File: src/rtl/add_sub_pkg.sv
// Shared definitions for the add/sub result stage: flag bit positions,
// the packed flag struct and the flag-derivation function.
package add_sub_pkg;

    localparam int FLAG_Z = 0;
    localparam int FLAG_N = 1;
    localparam int FLAG_C = 2;
    localparam int FLAG_V = 3;

    // Field order gives {V,C,N,Z} with Z in bit 0.
    typedef struct packed {
        logic v;
        logic c;
        logic n;
        logic z;
    } addsub_flags_t;

    // Flags come from the adder outputs plus the operand sign bits. B's sign
    // is taken before the subtract inversion, so the V rule depends on a_s.
    function automatic addsub_flags_t calc_flags(
        input logic sum_zero,
        input logic sum_msb,
        input logic cout,
        input logic a_s,
        input logic a_msb,
        input logic b_msb
    );
        addsub_flags_t f;
        f.z = sum_zero;
        f.n = sum_msb;
        f.c = a_s ? ~cout : cout;
        f.v = (a_s ? (a_msb != b_msb) : (a_msb == b_msb)) & (sum_msb != a_msb);
        return f;
    endfunction

endpackage

File: src/rtl/add_sub_skid_fifo.sv
// Two-entry in-order buffer built from a head and a tail register.
// The head register drives the outputs directly. in_ready depends only on
// the registered occupancy, so out_ready never reaches in_ready combinationally.
module add_sub_skid_fifo #(
    parameter int DW = 8
) (
    input  logic          clk,
    input  logic          rst,
    input  logic          in_valid,
    output logic          in_ready,
    input  logic [DW-1:0] in_data,
    output logic          out_valid,
    input  logic          out_ready,
    output logic [DW-1:0] out_data
);
    import add_sub_pkg::*;

    logic [1:0]    count_q, count_d;
    logic [DW-1:0] head_q, head_d;
    logic [DW-1:0] tail_q, tail_d;
    logic          push, pop;

    assign in_ready  = (count_q != 2'd2);
    assign out_valid = (count_q != 2'd0);
    assign out_data  = head_q;
    assign push      = in_valid & in_ready;
    assign pop       = out_valid & out_ready;

    // Next-state: head and tail shift on pop; push fills the first free slot.
    // After a pop that empties the buffer the head keeps its last value.
    always_comb begin
        count_d = count_q;
        head_d  = head_q;
        tail_d  = tail_q;
        unique case ({push, pop})
            2'b10: begin
                if (count_q == 2'd0) head_d = in_data;
                else                 tail_d = in_data;
                count_d = count_q + 2'd1;
            end
            2'b01: begin
                if (count_q == 2'd2) head_d = tail_q;
                count_d = count_q - 2'd1;
            end
            // Only reachable at count=1: the old head leaves and the new entry replaces it.
            2'b11: head_d = in_data;
            default: ;
        endcase
    end

    // Occupancy and storage registers; reset flushes everything at once.
    always_ff @(posedge clk or posedge rst) begin
        if (rst) begin
            count_q <= 2'd0;
            head_q  <= '0;
            tail_q  <= '0;
        end else begin
            count_q <= count_d;
            head_q  <= head_d;
            tail_q  <= tail_d;
        end
    end

endmodule

File: src/rtl/add_sub_result_stage.sv
// Registered result stage behind the combinational 4-bit add/sub unit.
// Derives Z/N/C/V at push time and buffers {flags, sum} in a 2-entry FIFO.
// Optional macro ADDSUB_STATS_EN adds saturating op/overflow counters.
module add_sub_result_stage
    import add_sub_pkg::*;
#(
    parameter int WIDTH = 4,
    parameter int CNT_W = 8
) (
    input  logic             clk,
    input  logic             rst,
    input  logic             in_valid,
    output logic             in_ready,
    input  logic [WIDTH-1:0] sum,
    input  logic             cout,
    input  logic             a_s,
    input  logic             a_msb,
    input  logic             b_msb,
    output logic             out_valid,
    input  logic             out_ready,
    output logic [WIDTH-1:0] out_result,
    output logic [3:0]       out_flags
`ifdef ADDSUB_STATS_EN
    ,
    output logic [CNT_W-1:0] ovf_count,
    output logic [CNT_W-1:0] op_count
`endif
);

    // Reject configurations the datapath cannot represent.
    if (WIDTH < 2) begin : g_bad_width
        $error("add_sub_result_stage: WIDTH must be at least 2");
    end
    if (CNT_W < 1) begin : g_bad_cnt
        $error("add_sub_result_stage: CNT_W must be at least 1");
    end

    localparam int PW = WIDTH + 4;

    addsub_flags_t   flags_in;
    logic [PW-1:0]   fifo_in, fifo_out;
    logic            push;

    assign flags_in = calc_flags((sum == '0), sum[WIDTH-1], cout, a_s, a_msb, b_msb);
    assign fifo_in  = {flags_in, sum};
    assign push     = in_valid & in_ready;

    add_sub_skid_fifo #(.DW(PW)) u_fifo (
        .clk       (clk),
        .rst       (rst),
        .in_valid  (in_valid),
        .in_ready  (in_ready),
        .in_data   (fifo_in),
        .out_valid (out_valid),
        .out_ready (out_ready),
        .out_data  (fifo_out)
    );

    assign out_result = fifo_out[WIDTH-1:0];
    assign out_flags  = fifo_out[PW-1:WIDTH];

`ifdef ADDSUB_STATS_EN
    logic [CNT_W-1:0] op_q, op_d;
    logic [CNT_W-1:0] ovf_q, ovf_d;

    // Counters advance on accepted pushes and stick at all-ones.
    always_comb begin
        op_d  = op_q;
        ovf_d = ovf_q;
        if (push) begin
            if (op_q != '1) op_d = op_q + 1'b1;
            if (flags_in.v && (ovf_q != '1)) ovf_d = ovf_q + 1'b1;
        end
    end

    // Statistic registers, cleared only by reset.
    always_ff @(posedge clk or posedge rst) begin
        if (rst) begin
            op_q  <= '0;
            ovf_q <= '0;
        end else begin
            op_q  <= op_d;
            ovf_q <= ovf_d;
        end
    end

    assign op_count  = op_q;
    assign ovf_count = ovf_q;
`endif

endmodule
File: config.mk
export PLATFORM = sky130hd
export DESIGN_NAME = add_sub_result_stage
export DESIGN_NICKNAME = d
export VERILOG_FILES = /design/src/rtl/add_sub_pkg.sv /design/src/rtl/add_sub_skid_fifo.sv /design/src/rtl/add_sub_result_stage.sv
export SDC_FILE = /design/constraint.sdc
export NUM_CORES = 1
export LEC_CHECK = 0
export ABC_AREA = 1
export CORE_ASPECT_RATIO = 1.1
export CORE_MARGIN = 3
export CORE_UTILIZATION = 30
export DETAILED_ROUTE_END_ITERATION = 16
export GPL_TIMING_DRIVEN = 0
export PLACE_DENSITY = 0.54
export SLEW_MARGIN = 10
export SYNTH_ARGS = -nofsm -noshare
export SYNTH_HDL_FRONTEND = slang
export SYNTH_SLANG_ARGS = --single-unit
File: constraint.sdc
create_clock -name clk -period 1.8 [get_ports clk]
set_input_delay 0.36 -clock clk [delete_from_list [all_inputs] [get_ports clk]]
set_output_delay 0.36 -clock clk [all_outputs]
set_load 0.02 [all_outputs]
**Word-level counts from Yosys, hierarchy flattened**

Cells that the tools add are included.

- Bits of input ports: 12
- Register bits: 18
- Output and inout port bits: 10
- Word-level logic and storage cells: 33

- Equality and inequality tests: 10
- Muxes and demuxes: 6
- Bitwise logic cells: 5
- Add/subtract/negate cells: 2
- Reduce and logical (&&, ||, !) cells: 7

Operators with widths:

| operator | number |
|---|---|
| 8-bit case mux with 3 select lines | 1 |
| 8-bit 2-to-1 mux | 2 |
| 2-bit equality test (second input constant) | 3 |
| 4-bit logical NOT | 1 |
| 2-bit by 1-bit inequality test with 1-bit output (second input constant) | 2 |
| 2-bit case mux with 2 select lines | 1 |
| 2-bit nonzero test | 2 |
| 1-bit AND | 3 |
| 3-bit AND reduction | 1 |
| 3-bit nonzero test | 1 |
| 2-bit by 1-bit adder with 2-bit output (second input constant) | 1 |
| 2-bit by 1-bit equality test with 1-bit output (second input constant) | 1 |
| 2-bit logical NOT | 1 |
| 1-bit 2-to-1 mux | 2 |
| 1-bit inequality test | 2 |
| 2-bit inequality test (second input constant) | 1 |
| 1-bit inverter | 2 |
| 2-bit AND reduction | 1 |
| 2-bit by 1-bit subtractor with 2-bit output (second input constant) | 1 |
| 1-bit equality test | 1 |

**Longest topological paths before layout**

- Depth in word-level cells: 5
- Depth in mapped cells: 10
- Gate-level depth less buffers: 10

**By module**

From an unflattened synthesis, not the netlist that was laid out.

- Cells, all modules: 124
- Area, all modules: 1023.5 sq um

By module, submodules not included:

| module | area an instance (sq um) | instances | sequential area each (sq um) | cells each |
|---|---|---|---|---|
| add_sub_skid_fifo | 950.9 | 1 | 450.4 | 108 |
| add_sub_result_stage | 72.6 | 1 | 0.0 | 16 |

**Least setup slack after synthesis**

No wires, ideal clock.

- Path kind: reg2reg
- Start: reg u_fifo.count_q[0]
- End: reg u_fifo.head_q[0], in the netlist u_fifo.out_data[0]
- Stages on the path, launching flop included: 11
- Library setup time: 0.116 ns
- Arrival: 1.366 ns
- Data required time: 1.684 ns
- Slack: 0.318 ns
- Buffers on the path: 1
- Cells stage by stage: dfrtp_1 > inv_2 > nand2_4 > nand2_1 > inv_1 > ha_1 > buf_2 > nand2_1 > o21ai_0 > nand2_1 > nand2_1

- Word-level cells in the longest chain between the ends: 5
- Elaborated cells between the ends (all ways): 14
- Classes of those cells: eq/ne (7); mux (1); bitwise (2); reduce/logical (4)

RTL lines:

| element | line | source |
|---|---|---|
| from (decl) | add_sub_skid_fifo.sv:18 | `logic [1:0] count_q, count_d;` |
| from (signal assigned) | add_sub_skid_fifo.sv:58 | `count_q <= count_d;` |
| 2-bit nonzero test * | add_sub_skid_fifo.sv:24 | `assign out_valid = (count_q != 2'd0);` |
| net out_valid | add_sub_result_stage.sv:19 | `output logic out_valid,` |
| 1-bit AND * | add_sub_skid_fifo.sv:27 | `assign pop = out_valid & out_ready;` |
| 2-bit by 1-bit equality test with 1-bit output / 2-bit equality test (equally long branches) | add_sub_skid_fifo.sv:35 | `unique case ({push, pop})` |
| 2-bit by 1-bit inequality test with 1-bit output (no source line) / 3-bit nonzero test (equally long branches) | - |  |
| 3-bit AND reduction (no source line) | - |  |
| to (signal assigned) | add_sub_skid_fifo.sv:55 | `head_q <= '0;` |
| to (signal assigned) | add_sub_skid_fifo.sv:59 | `head_q <= head_d;` |
| to (decl) | add_sub_skid_fifo.sv:19 | `logic [DW-1:0] head_q, head_d;` |

Mark *: on every way through the listed nets, which the timed path passes. The rest lies on a longest branch.
A chain may end at the register's enable or synchronous reset.

==> impl_metrics.tcl <==
set metrics [dict create \
    start_util_pct 32.0 \
    max_slew_margin_pct 58.7 \
    yosys_warnings 0 \
    slew_violations 0 \
    antenna_found_initial 0 \
    power.leakage_uw 0.000609 \
    dp.cells 166 \
    numClockSinks 16 \
    status "complete, no violations" \
    overflow 0 \
    finalHoldViolations 0 \
    cts-root-buf "clkbuf_4" \
    dpl_cell_area_sq_mm 0.00115 \
    endpoint_kind "primary output" \
    hold_buffers 0 \
    finalInstanceArea_sq_mm 0.00118 \
    drv_cap 0 \
    syn_avg_cell_area_sq_um 8.00 \
    worstSkewPairLatency_ns 0.29 \
    hold_class "input pin to asynchronous set/reset pin" \
    yosysSeqAreaShare_pct 44.7 \
    crit_path_max_fanout 3 \
    core_sq_mm 0.00280 \
    synth_cells 112 \
    syn_area_sq_um 896 \
    fmax_mhz 582 \
    synth_area_leader_cell "dfrtp_1" \
    cpLargestDelayFamily "buffers and inverters" \
    cp.required_ns 1.44 \
    peakVddDrop_mv 0.991 \
    crit_type "register to primary output" \
    cts_tree "built" \
    synth.distinct_cells 20 \
    grt_usage_pct 10.6 \
    ys.flop_type "dfrtp_1" \
    drt_first_pass_iters 4 \
    final.period_utilization_pct 95.4 \
    r2r-start "u_fifo.count_q[0]" \
    cts_made_buffers 3 \
    setup_viol 0 \
    rr_worst_depth 9 \
    htree_levels 1 \
    drive_above_1_share_pct 14.6 \
    grt_pass1_wl_mm 3.03 \
    stdcell_count 170 \
    worst_slack_ns 0.0832 \
    synth_most_common_cell "nand2_1" \
    synth.top_cell.area_share_pct 44.7 \
    gp_congestion 0.717 \
    io_pins 22 \
    period_needed_ns 1.72 \
    ys_seq_elements 16 \
    die_x_um 58.1 \
    rrSetupSlack_ns 0.18 \
    crit_path_cell_trace "buf_4 > clkdlybuf4s50_1" \
    drt-initial-drc-count 14 \
    die_y_um 63.3 \
    p_per_area_mw_per_mm2 1580 \
    arrival_ns 1.36 \
    synth_top_cells_by_count "nand2_1 (47), dfrtp_1 (16), inv_1 (12)" \
    design.die.area_sq_mm 0.00368 \
    dr_total_vias 740 \
    yosys-top-cells-area "dfrtp_1 (45%), nand2_1 (20%), inv_1 (5.0%)" \
    grt_max_degree 17 \
    wl_mm 1.70 \
    synth_edf_count 0 \
    clk_pin_slew_worst_paths_ns 0.10 \
    rsz0062_at_grt "yes" \
    max_stage_delay_ns 0.58 \
    area_delta_synth_final_pct 31.8 \
    antenna_cells 0 \
    tightestPinTransition_ns 0.618 \
    syn_nets 127 \
    grt_pass1_vias 671 \
    cp_slowest_cell "clkdlybuf4s50_1" \
    ant_nets 0 \
    async_flop_share_pct 100 \
    final_util_pct 42.1 \
    vias_per_cell 4.35 \
    nets 153 \
    r2r-end "u_fifo.out_data[0]" \
    place_ws_ns -0.0331 \
    start_kind "register" \
    fill_cells 306 \
    routedWlPerCell_um 9.98 \
    finClkSkew_ns 0.00816 \
    hpwl_mm 1.36 \
    remaining_drc_errors 0 \
    rows 20 \
    ctsLongestPathBuffers 2 \
    crit_buf_inv 2 \
    io_buffers 21 \
]
==> cells by family after synthesis <==
| family | count (synthesis) | synth area share (%) |
|---|---|---|
| flip-flops | 16 | 44.7 |
| adder cells (fa/ha/maj) | 3 | 4.19 |
| AO/OA/AOI/OAI | 12 | 8.38 |
| AND/OR/NAND/NOR | 60 | 30.6 |
| buffers and inverters | 18 | 9.22 |
| XOR/XNOR | 3 | 2.93 |
==> through the flow <==
step	setup TNS, ns	power, uW	hold slack [ns]
finish	0	1860	0.444
global route	-0.00654	2040	0.509
CTS	0	1890	0.472
detailed placement	-0.0682	1670	0.471
global placement	-0.0562	1650	0.464
floorplan	0	1320	0.274
==> how the worst max path moves through the flow <==
stage | start | endpoint | slack, ns | depth (start not counted)
final | u_fifo.out_data[5] | out_result[3] | 0.08 | 2
after CTS | u_fifo.out_data[5] | out_result[3] | 0.07 | 2
after global routing | u_fifo.count_q[0] | u_fifo.out_data[2] | -0.004 | 9
after floorplan | u_fifo.count_q[0] | u_fifo.out_data[0] | 0.32 | 10
after global placement | out_ready | u_fifo.out_data[5] | -0.04 | 8
after detailed placement | out_ready | u_fifo.out_data[5] | -0.03 | 8
==> flip-flops by register name (all words and copies together), names as in the netlist <==
| register | flops |
|---|---|
| u_fifo.tail_q | 7 |
| u_fifo.count_q | 2 |
| u_fifo.out_data | 7 |
==> cells in the final DEF (no fill, tap or decap) <==
cell type and count:
dlygate4sd2_1 2, clkbuf_4 3, nand2_2 2, nand2_4 1, nor2_1 4, nand2_8 1
nand2_1 47, ha_1 3, a21oi_1 1, buf_2 1, nand3_1 3, o21ai_1 1
buf_4 1, xor2_1 3, inv_2 2, clkbuf_8 1, inv_4 1, dfrtp_1 16
nand3_4 1, buf_6 1, o21ai_0 6, nor2_2 1, clkdlybuf4s50_1 19, inv_1 12
o21ai_2 4
==> worst reg2reg max path, cell delays in order, from the launching register on <==
cell and delay, ns:
dfrtp_1 0.42, inv_2 0.10, nand2_4 0.08, nand2_1 0.12, inv_1 0.06, ha_1 0.25
buf_2 0.20, o21ai_0 0.22, nand2_1 0.08, nand2_1 0.05
==> layout make-up <==
type	instances	area [sq um]	share of cell area (%)
inverters	15	58.8	4.98
flip-flops and latches	16	400	33.9
well taps	33	41.3	3.50
multi-input cells	78	413	35.0
plain buffers	3	23.8	2.01
repair buffers	21	208	17.6
clock buffers	4	36.3	3.07
==> repair_timing <==
action | 4_1_cts | 5_1_grt
gates resized for setup | 2 | 1
setup buffers | 0 | 0
endpoints found under the setup margin | 2 | 3
==> metal layers <==
metal	track usage, %	vias up	wire (um)
li1	-	389	-
met1	13.1	335	747
met2	17.9	16	832
met3	4.51	0	116
met4	0	0	0
met5	0	-	0
==> power breakdown <==
group / switching [uW] / internal (uW)
Combinational: 582 / 425
Clock: 116 / 123
Sequential: 91.6 / 524
No activity file was read; power rests on OpenSTA's default activity.
